### config.mk
export PLATFORM = sky130hd
export DESIGN_NAME = vdc_vram_arbiter_flat
export DESIGN_NICKNAME = d
export VERILOG_FILES = /design/src/rtl/vdc_vram_arbiter_if.sv /design/src/rtl/vdc_vram_arbiter.sv /design/src/flat_wrapper.sv
export SDC_FILE = /design/constraint.sdc
export NUM_CORES = 1
export LEC_CHECK = 0
export ABC_AREA = 1
export CAP_MARGIN = 40
export CORE_MARGIN = 5
export CORE_UTILIZATION = 35
export DETAILED_ROUTE_END_ITERATION = 6
export PLACE_DENSITY = 0.84
export SLEW_MARGIN = 20
export SYNTH_ARGS = -nofsm -noshare
export SYNTH_HDL_FRONTEND = slang
export SYNTH_SLANG_ARGS = --single-unit
### constraint.sdc
create_clock -name clock -period 1.8 [get_ports clock]
set_input_delay 0.45 -clock clock [delete_from_list [all_inputs] [get_ports clock]]
set_output_delay 0.45 -clock clock [all_outputs]
set_load 0.005 [all_outputs]
### src/rtl/vdc_vram_arbiter_if.sv
// vdc_vram_arbiter_if: requester handshake plus VRAM pin bundle for the VDC VRAM arbiter.
interface vdc_vram_arbiter_if;
  logic        active;
  logic [3:0]  req;
  logic [3:0]  we;
  logic [63:0] addr;
  logic [63:0] wdata;
  logic [3:0]  ack;
  logic [15:0] rdata;
  logic [15:0] MA;
  logic        MRD_n;
  logic        MWR_n;
  logic [15:0] DO;
  logic [15:0] DI;
  logic        busy;
  modport slave (
    input  active, req, we, addr, wdata, DI,
    output ack, rdata, MA, MRD_n, MWR_n, DO, busy
  );
  modport master (
    output active, req, we, addr, wdata, DI,
    input  ack, rdata, MA, MRD_n, MWR_n, DO, busy
  );
endinterface

### src/rtl/vdc_vram_arbiter.sv
// vdc_vram_arbiter: three-clock VRAM access sequencer for bg/spr/cpu/dma with phase priority
// and a CPU starvation guard.
module vdc_vram_arbiter #(
  parameter int STARVE_LIMIT = 4
) (
  input logic               clock,
  input logic               reset_N,
  vdc_vram_arbiter_if.slave bus
);
  typedef enum logic [1:0] {S_ARB, S_DATA, S_DONE} state_t;
  state_t      state, state_nx;
  logic [1:0]  win, pick;
  logic        wr, starve, grant;
  logic [2:0]  cpu_wait;
  logic [15:0] ma_q, do_q, rdata_q;
  assign starve = bus.req[2] && cpu_wait == 3'(STARVE_LIMIT);
  assign grant  = state == S_ARB && |bus.req;
  // Active display favours the fetch engines; blanking favours the CPU and DMA.
  always_comb
    pick = starve ? 2'd2 :
           bus.active ? (bus.req[0] ? 2'd0 : bus.req[1] ? 2'd1 : bus.req[2] ? 2'd2 : 2'd3) :
                        (bus.req[2] ? 2'd2 : bus.req[3] ? 2'd3 : bus.req[1] ? 2'd1 : 2'd0);
  always_ff @(posedge clock or negedge reset_N)
    if (!reset_N) state <= S_ARB;
    else          state <= state_nx;
  always_comb
    state_nx = state == S_ARB  ? (|bus.req ? S_DATA : S_ARB) :
               state == S_DATA ? S_DONE : S_ARB;
  always_ff @(posedge clock or negedge reset_N)
    if (!reset_N) begin
      win      <= 2'd0;
      wr       <= 1'b0;
      ma_q     <= 16'd0;
      do_q     <= 16'd0;
      rdata_q  <= 16'd0;
      cpu_wait <= 3'd0;
    end else begin
      if (grant) begin
        win  <= pick;
        wr   <= pick[1] & bus.we[pick];
        ma_q <= bus.addr[{pick, 4'b0} +: 16];
        do_q <= bus.wdata[{pick, 4'b0} +: 16];
      end
      if (state == S_DATA && !wr) rdata_q <= bus.DI;
      if (!bus.req[2])
        cpu_wait <= 3'd0;
      else if (grant)
        cpu_wait <= pick == 2'd2 ? 3'd0 : cpu_wait == 3'(STARVE_LIMIT) ? cpu_wait : cpu_wait + 3'd1;
    end
  // Strobes and ack decode straight from state so reset releases them immediately.
  always_comb begin
    bus.busy  = state != S_ARB;
    bus.MRD_n = !(state == S_DATA && !wr);
    bus.MWR_n = !(state == S_DATA && wr);
    bus.ack   = state == S_DONE ? 4'b1 << win : 4'b0;
  end
  assign bus.MA    = ma_q;
  assign bus.DO    = do_q;
  assign bus.rdata = rdata_q;
endmodule

### src/flat_wrapper.sv
// flat-port wrapper written by rule: the top's interface ports become plain ports
module vdc_vram_arbiter_flat 
#(
  parameter int STARVE_LIMIT = 4
)
  (clock, reset_N, bus_active, bus_req, bus_we, bus_addr, bus_wdata, bus_DI, bus_ack, bus_rdata, bus_MA, bus_MRD_n, bus_MWR_n, bus_DO, bus_busy);
  vdc_vram_arbiter_if bus_i ();
  input logic clock;
  input logic reset_N;
  input wire logic [$bits(bus_i.active)-1:0] bus_active;
  input wire logic [$bits(bus_i.req)-1:0] bus_req;
  input wire logic [$bits(bus_i.we)-1:0] bus_we;
  input wire logic [$bits(bus_i.addr)-1:0] bus_addr;
  input wire logic [$bits(bus_i.wdata)-1:0] bus_wdata;
  input wire logic [$bits(bus_i.DI)-1:0] bus_DI;
  output wire logic [$bits(bus_i.ack)-1:0] bus_ack;
  output wire logic [$bits(bus_i.rdata)-1:0] bus_rdata;
  output wire logic [$bits(bus_i.MA)-1:0] bus_MA;
  output wire logic [$bits(bus_i.MRD_n)-1:0] bus_MRD_n;
  output wire logic [$bits(bus_i.MWR_n)-1:0] bus_MWR_n;
  output wire logic [$bits(bus_i.DO)-1:0] bus_DO;
  output wire logic [$bits(bus_i.busy)-1:0] bus_busy;
  assign bus_i.active = bus_active;
  assign bus_i.req = bus_req;
  assign bus_i.we = bus_we;
  assign bus_i.addr = bus_addr;
  assign bus_i.wdata = bus_wdata;
  assign bus_i.DI = bus_DI;
  assign bus_ack = bus_i.ack;
  assign bus_rdata = bus_i.rdata;
  assign bus_MA = bus_i.MA;
  assign bus_MRD_n = bus_i.MRD_n;
  assign bus_MWR_n = bus_i.MWR_n;
  assign bus_DO = bus_i.DO;
  assign bus_busy = bus_i.busy;
  vdc_vram_arbiter #(.STARVE_LIMIT(STARVE_LIMIT)) u_core (.clock(clock), .reset_N(reset_N), .bus(bus_i));
endmodule
After elaboration in Yosys (flattened, before gate mapping)
Index checks and enable logic that the tools add are counted.
Storage, ports and cells
  bits in registers: 56
  bits in latches: 0
  RAM bits: 0
  ROM bits: 0
  input bits: 155
  output and inout bits: 55
  memories kept: 0
Operators by class
  $add $sub $neg: 1
  multipliers: 0
  div/mod/pow operators: 0
  order comparisons: 1
  equal/unequal tests: 6
  shifts and indexed selects: 3
  multiplexer cells: 18
  bitwise gates (word level): 1
  reductions and logical operators: 11
Operators with widths (count)
  $shiftx 64x7->16: 2
  $mux 2: 8
  $mux 3: 4
  $eq 2x2->1 const B: 2
  $logic_and 1x1->1: 4
  $mux 1: 4
  $mux 4: 1
  $reduce_or 4->1: 1
  $shl 1x2->4 const A: 1
  $add 3x1->3 const B: 1
  $eq 3x3->1 const B: 1
  $logic_not 1->1: 3
  $lt 2x3->1 const B: 1
  $ne 3x3->1 const B: 1
  $bmux 1 s2: 1
  $eq 2x1->1 const B: 1
  $logic_not 2->1: 1
  $ne 2x1->1 const B: 1
  $reduce_and 2->1: 1
  $reduce_bool 2->1: 1
  $and 1x1->1: 1

Logic depth before layout (Yosys ltp)
Gate-level depths: netlist (run 1).
  depth after elaboration: 9
  mapped depth: 13
  mapped depth without buffers: 11

Worst setup path before layout (run 1)
No wires, ideal clock.
  path kind: register to register
  start: register u_core.cpu_wait[0]
  end: register u_core.do_q[14] (netlist: u_core.bus.DO[14])
  arrival time: 1509 ps
  data required time: 1676 ps
  slack: 167 ps
  cell stages (with the launch flop): 12
  period minus slack after synthesis: 1633 ps
  cells stage by stage: dfrtp_1 > inv_1 > ha_1 > nand2_1 > nor2_2 > nor2_4 > nand2_4 > buf_6 > buf_2 > or2_1 > nand3_1 > nand3_1
Between the ends
  word-level cells in the longest chain between the ends: 4
RTL lines
  start, declared: line vdc_vram_arbiter.sv:14  | logic [2:0] cpu_wait;
  start signal, assigned: line vdc_vram_arbiter.sv:48  | cpu_wait <= pick == 2'd2 ? 3'd0 : cpu_wait == 3'(STARVE_LIMIT) ? cpu_wait : cpu_wait + 3'd1;
  $eq 3x3->1: line vdc_vram_arbiter.sv:16  | assign starve = bus.req[2] && cpu_wait == 3'(STARVE_LIMIT);
  $logic_and 1x1->1: line vdc_vram_arbiter.sv:16
  $mux 2: line vdc_vram_arbiter.sv:20  | pick = starve ? 2'd2 :
  $shiftx 64x7->16: line vdc_vram_arbiter.sv:42  | do_q <= bus.wdata[{pick, 4'b0} +: 16];
  end signal, assigned: line vdc_vram_arbiter.sv:42
  end, declared: line vdc_vram_arbiter.sv:15  | logic [15:0] ma_q, do_q, rdata_q;
Every way passes these cells.
A chain may end at the register's enable or synchronous reset.

Final worst setup path (run 1)
  start: register u_core.do_q[11] (netlist: u_core.bus.DO[11])
  end: output port bus_DO[11]
RTL lines
  end, declared: line flat_wrapper.sv:21  | output wire logic [$bits(bus_i.DO)-1:0] bus_DO;
No word-level cell between the ends.

==> results.json, run 1 <==
{
  "hpwl_um": 9745,
  "drive_gt1_share_pct": 15.14,
  "reg2reg_depth": 13,
  "area_delta_synth_final_pct": 76.73,
  "nets": 896,
  "slew_headroom_pct": 78.98,
  "worst_path_largest_cell_delay_ps": 570,
  "initial_utilization_pct": 35.37,
  "cp_slowest_cell": "clkdlybuf4s50_1",
  "ys_seq_elements": 56,
  "wl_um": 13790,
  "yosysTopAreaCell": "dfrtp_1",
  "rows": 37,
  "htreeDepth": 2,
  "maxCapViolations": 0,
  "drt-pass1-iter-count": 4,
  "finalPower_mw": 7.048,
  "pin_count": 210,
  "synth_top_family_by_area": "simple AND/OR/NAND/NOR gates",
  "ctsLongestPathBuffers": 2,
  "min_path_type": "input port to async pin",
  "seq_area_frac_synth_pct": 38.90,
  "synthesis.nets": 662,
  "yosys-top-cells-count": "133 x nand2_1, 89 x nand3_1, 71 x inv_1",
  "drc": 0,
  "multi_input_area_mm2": 0.001877,
  "synth-async-reset-ratio_pct": 100.0,
  "ant_nets": 0,
  "setup_viol": 0,
  "p_leak_nw": 3.078,
  "yosysWarnings": 0,
  "grt_pass1_wl_um": 20290,
  "clock_skew_ps": 17.66,
  "yosysTopAreaCellShare_pct": 38.90,
  "synthDistinctLibCells": 25,
  "coreArea_mm2": 0.01018,
  "nFillCells": 874,
  "gp_congestion": 0.8547,
  "n_antenna_cell": 0,
  "syn_area_mm2": 0.003602,
  "cp_top_family": "buffers and inverters",
  "period_needed_ps": 1737,
  "viasPerCell": 4.750,
  "synthTopCellsByArea": "dfrtp_1 39%, nand2_1 14%, nand3_1 12%",
  "hold_viol_final": 0,
  "gr-total-overflow": 0,
  "synth_compound_area_share_pct": 2.154,
  "end_kind": "output port",
  "post-route-period-util_pct": 96.52,
  "synth_mux_area_share_pct": 5.002,
  "die_h_um": 111.5,
  "die-area_mm2": 0.01242,
  "antenna_found_initial": 0,
  "die_w_um": 111.5,
  "slew_viol_final": 0,
  "syn_avg_cell_area_um2": 7.133,
  "swShare_pct": 36.70,
  "max-vdd-ir-drop_mv": 0.4985,
  "critPathBufInv": 1,
  "clk_latency_ps": 320,
  "comb_power_share_pct": 57.2,
  "p_per_area_mw_per_mm2": 1107,
  "intPower_mw": 4.461,
  "critPathRequiredTime_ps": 1350,
  "crit_path_start_kind": "flop",
  "final_cells": 876,
  "criticalPathCategory": "flop to output port",
  "path_clk_slew_ps": 120,
  "grt_usage_pct": 19.62,
  "grt_max_degree": 57,
  "yosysMostFrequentCell": "nand2_1",
  "wl_per_cell_um": 15.75,
  "p_seq_share_pct": 32.4,
  "grt_pass1_vias": 4223,
  "vias": 4161,
  "cts_tree": "built",
  "setup_tns_ps": 0,
  "syn_inst": 505,
  "io_buffers": 207,
  "status": "finished clean",
  "placedCellCount": 843,
  "ff_latch_area_mm2": 0.001404,
  "cp.depth": 1,
  "fmax_ghz": 0.5756,
  "switchingPower_mw": 2.587,
  "numCtsBuffers": 5,
  "worst_slew_pin_slew_ps": 315.3,
  "cts.sinks": 56,
  "synth-simple-area-share_pct": 41.37,
  "crit_chain": "clkdlybuf4s50_1",
  "synth-edff-count": 0,
  "drt_iter0_drc": 216,
  "cts_root_buffer": "clkbuf_8",
  "critPathMaxFanout": 2,
  "synth-main-ff-cell": "dfrtp_1",
  "synth_xor_area_share_pct": 0,
  "synthAdderAreaFrac_pct": 0.6947,
  "power.share.clock_pct": 10.4,
  "cp.arrival_ps": 1290,
  "cts_hold_buf": 0
}
-- area by class of cell --
type / instances / share of cell area [%]
Clock inverter: 3 / 0.4324
Clock buffer: 5 / 1.081
Multi-Input combinational cell: 353 / 29.48
Tap cell: 136 / 2.673
Sequential cell: 56 / 22.05
Inverter: 75 / 4.540
Timing Repair Buffer: 248 / 39.74
-- metrics by stage --
step                      hold WS, ps  setup slack (ps)  area [um2]  utilization [%]
after global routing            131.9            -13.34        6366            62.51
after global placement          464.3            -396.9        5858            57.52
after floorplan                 154.4             167.0        3602                -
after detailed placement        477.2            -460.8        5858            57.52
after CTS                       122.4             4.864        6005            58.96
final                           107.3             62.66        6366            62.51
-- worst paths after layout --
path | start | end | slack, ps
min | reset_N | u_core.bus.MA[10] | 110
min in group clock | u_core.bus.MA[15] | u_core.bus.MA[15] | 500
max | u_core.bus.DO[11] | bus_DO[11] | 60
max reg2reg | u_core.cpu_wait[0] | u_core.bus.DO[10] | 80
max in group asynchronous | reset_N | u_core.win[0] | 1380
min reg2reg | u_core.bus.MA[15] | u_core.bus.MA[15] | 500
-- what timing repair did --
action,CTS,global route
gates cloned,1,7
endpoints found under the setup margin,34,41
pin swaps,2,8
gates resized for setup,14,39
buffers inserted,5,12
endpoints found under the hold margin,0,0
-- routing by layer --
metal | GRT usage (%) | up-vias | part of all wire (%)
met3 | 5.272 | 24 | 6.8
met5 | 0 | - | 0
met2 | 36.51 | 184 | 53
met1 | 22.07 | 1930 | 38
met4 | 5.191 | 0 | 2.2
li1 | - | 2023 | -
-- registers in the layout (all words and copies together), names as in the netlist --
name / count
u_core.state: 2
u_core.wr: 1
u_core.bus.MA: 16
u_core.cpu_wait: 3
u_core.bus.DO: 16
u_core.bus.rdata: 16
u_core.win: 2
-- placed cells by master (no fill, tap or decap), drive strengths merged --
master and instances:
a21oi 4, dlymetal6s2s 4, clkinv 1, clkbuf 11
o211ai 1, clkdlybuf4s50 194, ha 2, nor3 4
dfrtp 56, or2 51, buf 38, o21ai 6
inv 76, dlygate4sd2 6, mux2 16, nor2 43
clkinvlp 1, nand3 89, o22ai 1, nand2 136
-- logic make-up (layout without fill, tap and decap cells) --
| kind of cell | count (synthesis) | in the layout |
|---|---|---|
| adder cells (fa/ha/maj) | 2 | 2 |
| AO/OA/AOI/OAI | 12 | 12 |
| flip-flops | 56 | 56 |
| AND/OR/NAND/NOR | 322 | 323 |
| buffers and inverters | 97 | 331 |
| multiplexers | 16 | 16 |
-- power groups by stage --
stage               combinational [mW]  sequential [mW]  clock, mW
CTS                               3.78             2.25      0.767
floorplan                         1.59             2.25          0
detailed placement                3.67             2.25          0
finish                            4.03             2.28      0.732
global route                      4.41             2.35      0.817
global placement                  3.56             2.22          0
No activity file was read; power rests on OpenSTA's default activity.
==> run 2, diff against run 1 <==
--- a/config.mk
+++ b/config.mk
@@ -8,9 +8,9 @@
 export ABC_AREA = 1
 export CAP_MARGIN = 40
 export CORE_MARGIN = 5
-export CORE_UTILIZATION = 35
+export CORE_UTILIZATION = 39
 export DETAILED_ROUTE_END_ITERATION = 6
-export PLACE_DENSITY = 0.84
+export PLACE_DENSITY = 0.91
 export SLEW_MARGIN = 20
 export SYNTH_ARGS = -nofsm -noshare
 export SYNTH_HDL_FRONTEND = slang
==> run 2 against run 1 <==
Compared with the run above: cell area decreased by 4.1%; largest cell class unchanged; power decreased by 3.4%; non-clock buffer count is 16 lower; highest routed layer unchanged; critical path type unchanged.
==> results.json, run 2 (synthesis results as in run 1) <==
{
  "status": "finished clean",
  "grt_pass1_wl_um": 19310,
  "criticalPathCategory": "flop to output port",
  "setup_tns_ps": 0,
  "grt_usage_pct": 21.24,
  "p_leak_nw": 2.964,
  "worst-r2r-setup-slack_ps": 90,
  "io_buffers": 207,
  "crit_chain": "inv_1 -> nor2_2 -> buf_4 -> nand2_1 -> dlygate4sd2_1",
  "worst_slew_pin_slew_ps": 461.4,
  "rows": 35,
  "wl_um": 12970,
  "initial_utilization_pct": 39.55,
  "critPathBufInv": 3,
  "fmax_ghz": 0.5593,
  "fin_ws_ps": 12.00,
  "die_w_um": 106.1,
  "antenna_found_initial": 0,
  "htreeDepth": 2,
  "startpoint": "u_core.state[0]",
  "worst_path_largest_cell_delay_ps": 390,
  "ant_nets": 0,
  "area_delta_synth_final_pct": 69.50,
  "r2r-start": "u_core.cpu_wait[1]",
  "die-area_mm2": 0.01126,
  "hold_viol_final": 0,
  "critPathMaxFanout": 2,
  "die_h_um": 106.1,
  "crit_path_start_kind": "flop",
  "slew_viol_final": 0,
  "maxCapViolations": 0,
  "cp_top_family": "buffers and inverters",
  "p_per_area_mw_per_mm2": 1115,
  "max-vdd-ir-drop_mv": 0.4976,
  "gr-total-overflow": 0,
  "end_kind": "output port",
  "critPathRequiredTime_ps": 1350,
  "final_cell_mix": "194 x clkdlybuf4s50_1, 131 x nand2_1, 88 x nand3_1",
  "cp.arrival_ps": 1340,
  "clk_latency_ps": 310,
  "placedCellCount": 820,
  "coreArea_mm2": 0.009109,
  "final_cells": 835,
  "viasPerCell": 4.928,
  "nets": 880,
  "rr_endpoint": "u_core.wr",
  "hpwl_um": 9737,
  "pin_count": 210,
  "post-route-period-util_pct": 99.33,
  "dp_slack_ps": -468.9,
  "grt_pass1_vias": 4025,
  "final_common_cell": "clkdlybuf4s50_1",
  "cts.sinks": 56,
  "cp_slowest_cell": "dfrtp_1",
  "setup_viol": 0,
  "vias": 4115,
  "ctsLongestPathBuffers": 2,
  "period_needed_ps": 1788,
  "drt_iter0_drc": 289,
  "grt_max_degree": 57,
  "path_clk_slew_ps": 110,
  "cts_root_buffer": "clkbuf_8",
  "drt-pass1-iter-count": 6,
  "min_path_type": "input port to async pin",
  "drive_gt1_share_pct": 11.46,
  "slew_headroom_pct": 69.17,
  "rsz0062_at_grt": "yes",
  "clock_skew_ps": 8.107,
  "numCtsBuffers": 5,
  "reg2reg_depth": 10,
  "cts_tree": "built",
  "wl_per_cell_um": 15.53,
  "gp_congestion": 0.8511,
  "n_antenna_cell": 0,
  "cts_hold_buf": 0,
  "drc": 0
}
[run 2: timing repair]
item / 4_1_cts / 5_1_grt
pin swaps: 2 / 6
setup endpoints to repair: 33 / 42
buffers inserted: 1 / 3
cloned: 1 / 2
resized for setup: 15 / 22
[run 2: where the power goes]
part           leakage (nW)  internal [mW]  total, mW  switching (mW)
combinational          2.24           2.18       3.85            1.68
clock                0.0445          0.278      0.712           0.434
sequential            0.680           1.88       2.25           0.368
[run 2: routing by layer]
metal	routed length, um	part of all wire (%)	track usage (%)
met2	6798	52	37.92
met5	0	0	0
met4	309	2.4	7.401
met3	1030	7.9	5.343
met1	4829	37	24.59
[run 2: worst max path at each step]
| stage | end | slack (ps) | cells past startpoint |
|---|---|---|---|
| 6_report | bus_MRD_n | 10 | 5 |
| 5_1_grt | bus_ack[1] | -70 | 4 |
| 4_1_cts | bus_MRD_n | -20 | 5 |
| 3_5_place_dp | u_core.bus.DO[9] | -470 | 7 |
| 3_3_place_gp | u_core.bus.MA[6] | -370 | 7 |
| 2_1_floorplan | u_core.bus.DO[14] | 170 | 11 |
[run 2: layout make-up]
type / instances / area [um2]
timing repair buffer: 232 / 2361
clock inverter: 3 / 21.27
clock buffer: 5 / 68.82
tap: 111 / 138.9
sequential: 56 / 1401
fill: 743 / 3003
inverter: 75 / 291.5
multi-input combinational: 353 / 1823
[run 2: metrics by stage]
stage | hold slack (ps) | power [mW] | util [%] | instance area, um2
5_1_grt | 143.4 | 7.282 | 67.03 | 6106
2_1_floorplan | 154.4 | 3.836 | - | 3602
3_5_place_dp | 468.9 | 5.976 | 64.27 | 5854
6_report | 129.4 | 6.811 | 67.03 | 6106
4_1_cts | 137.4 | 6.755 | 65.56 | 5972
3_3_place_gp | 463.8 | 5.815 | 64.27 | 5854
[run 2: worst reg2reg max path, stage by stage, from the launching register on]
cell	delay (ps)
dfrtp_1	380
inv_2	50
ha_2	190
nand2_2	90
nor2_4	50
nor2_4	150
nand2_8	140
buf_12	180
or2_2	270
nand2_1	60
o21ai_1	60
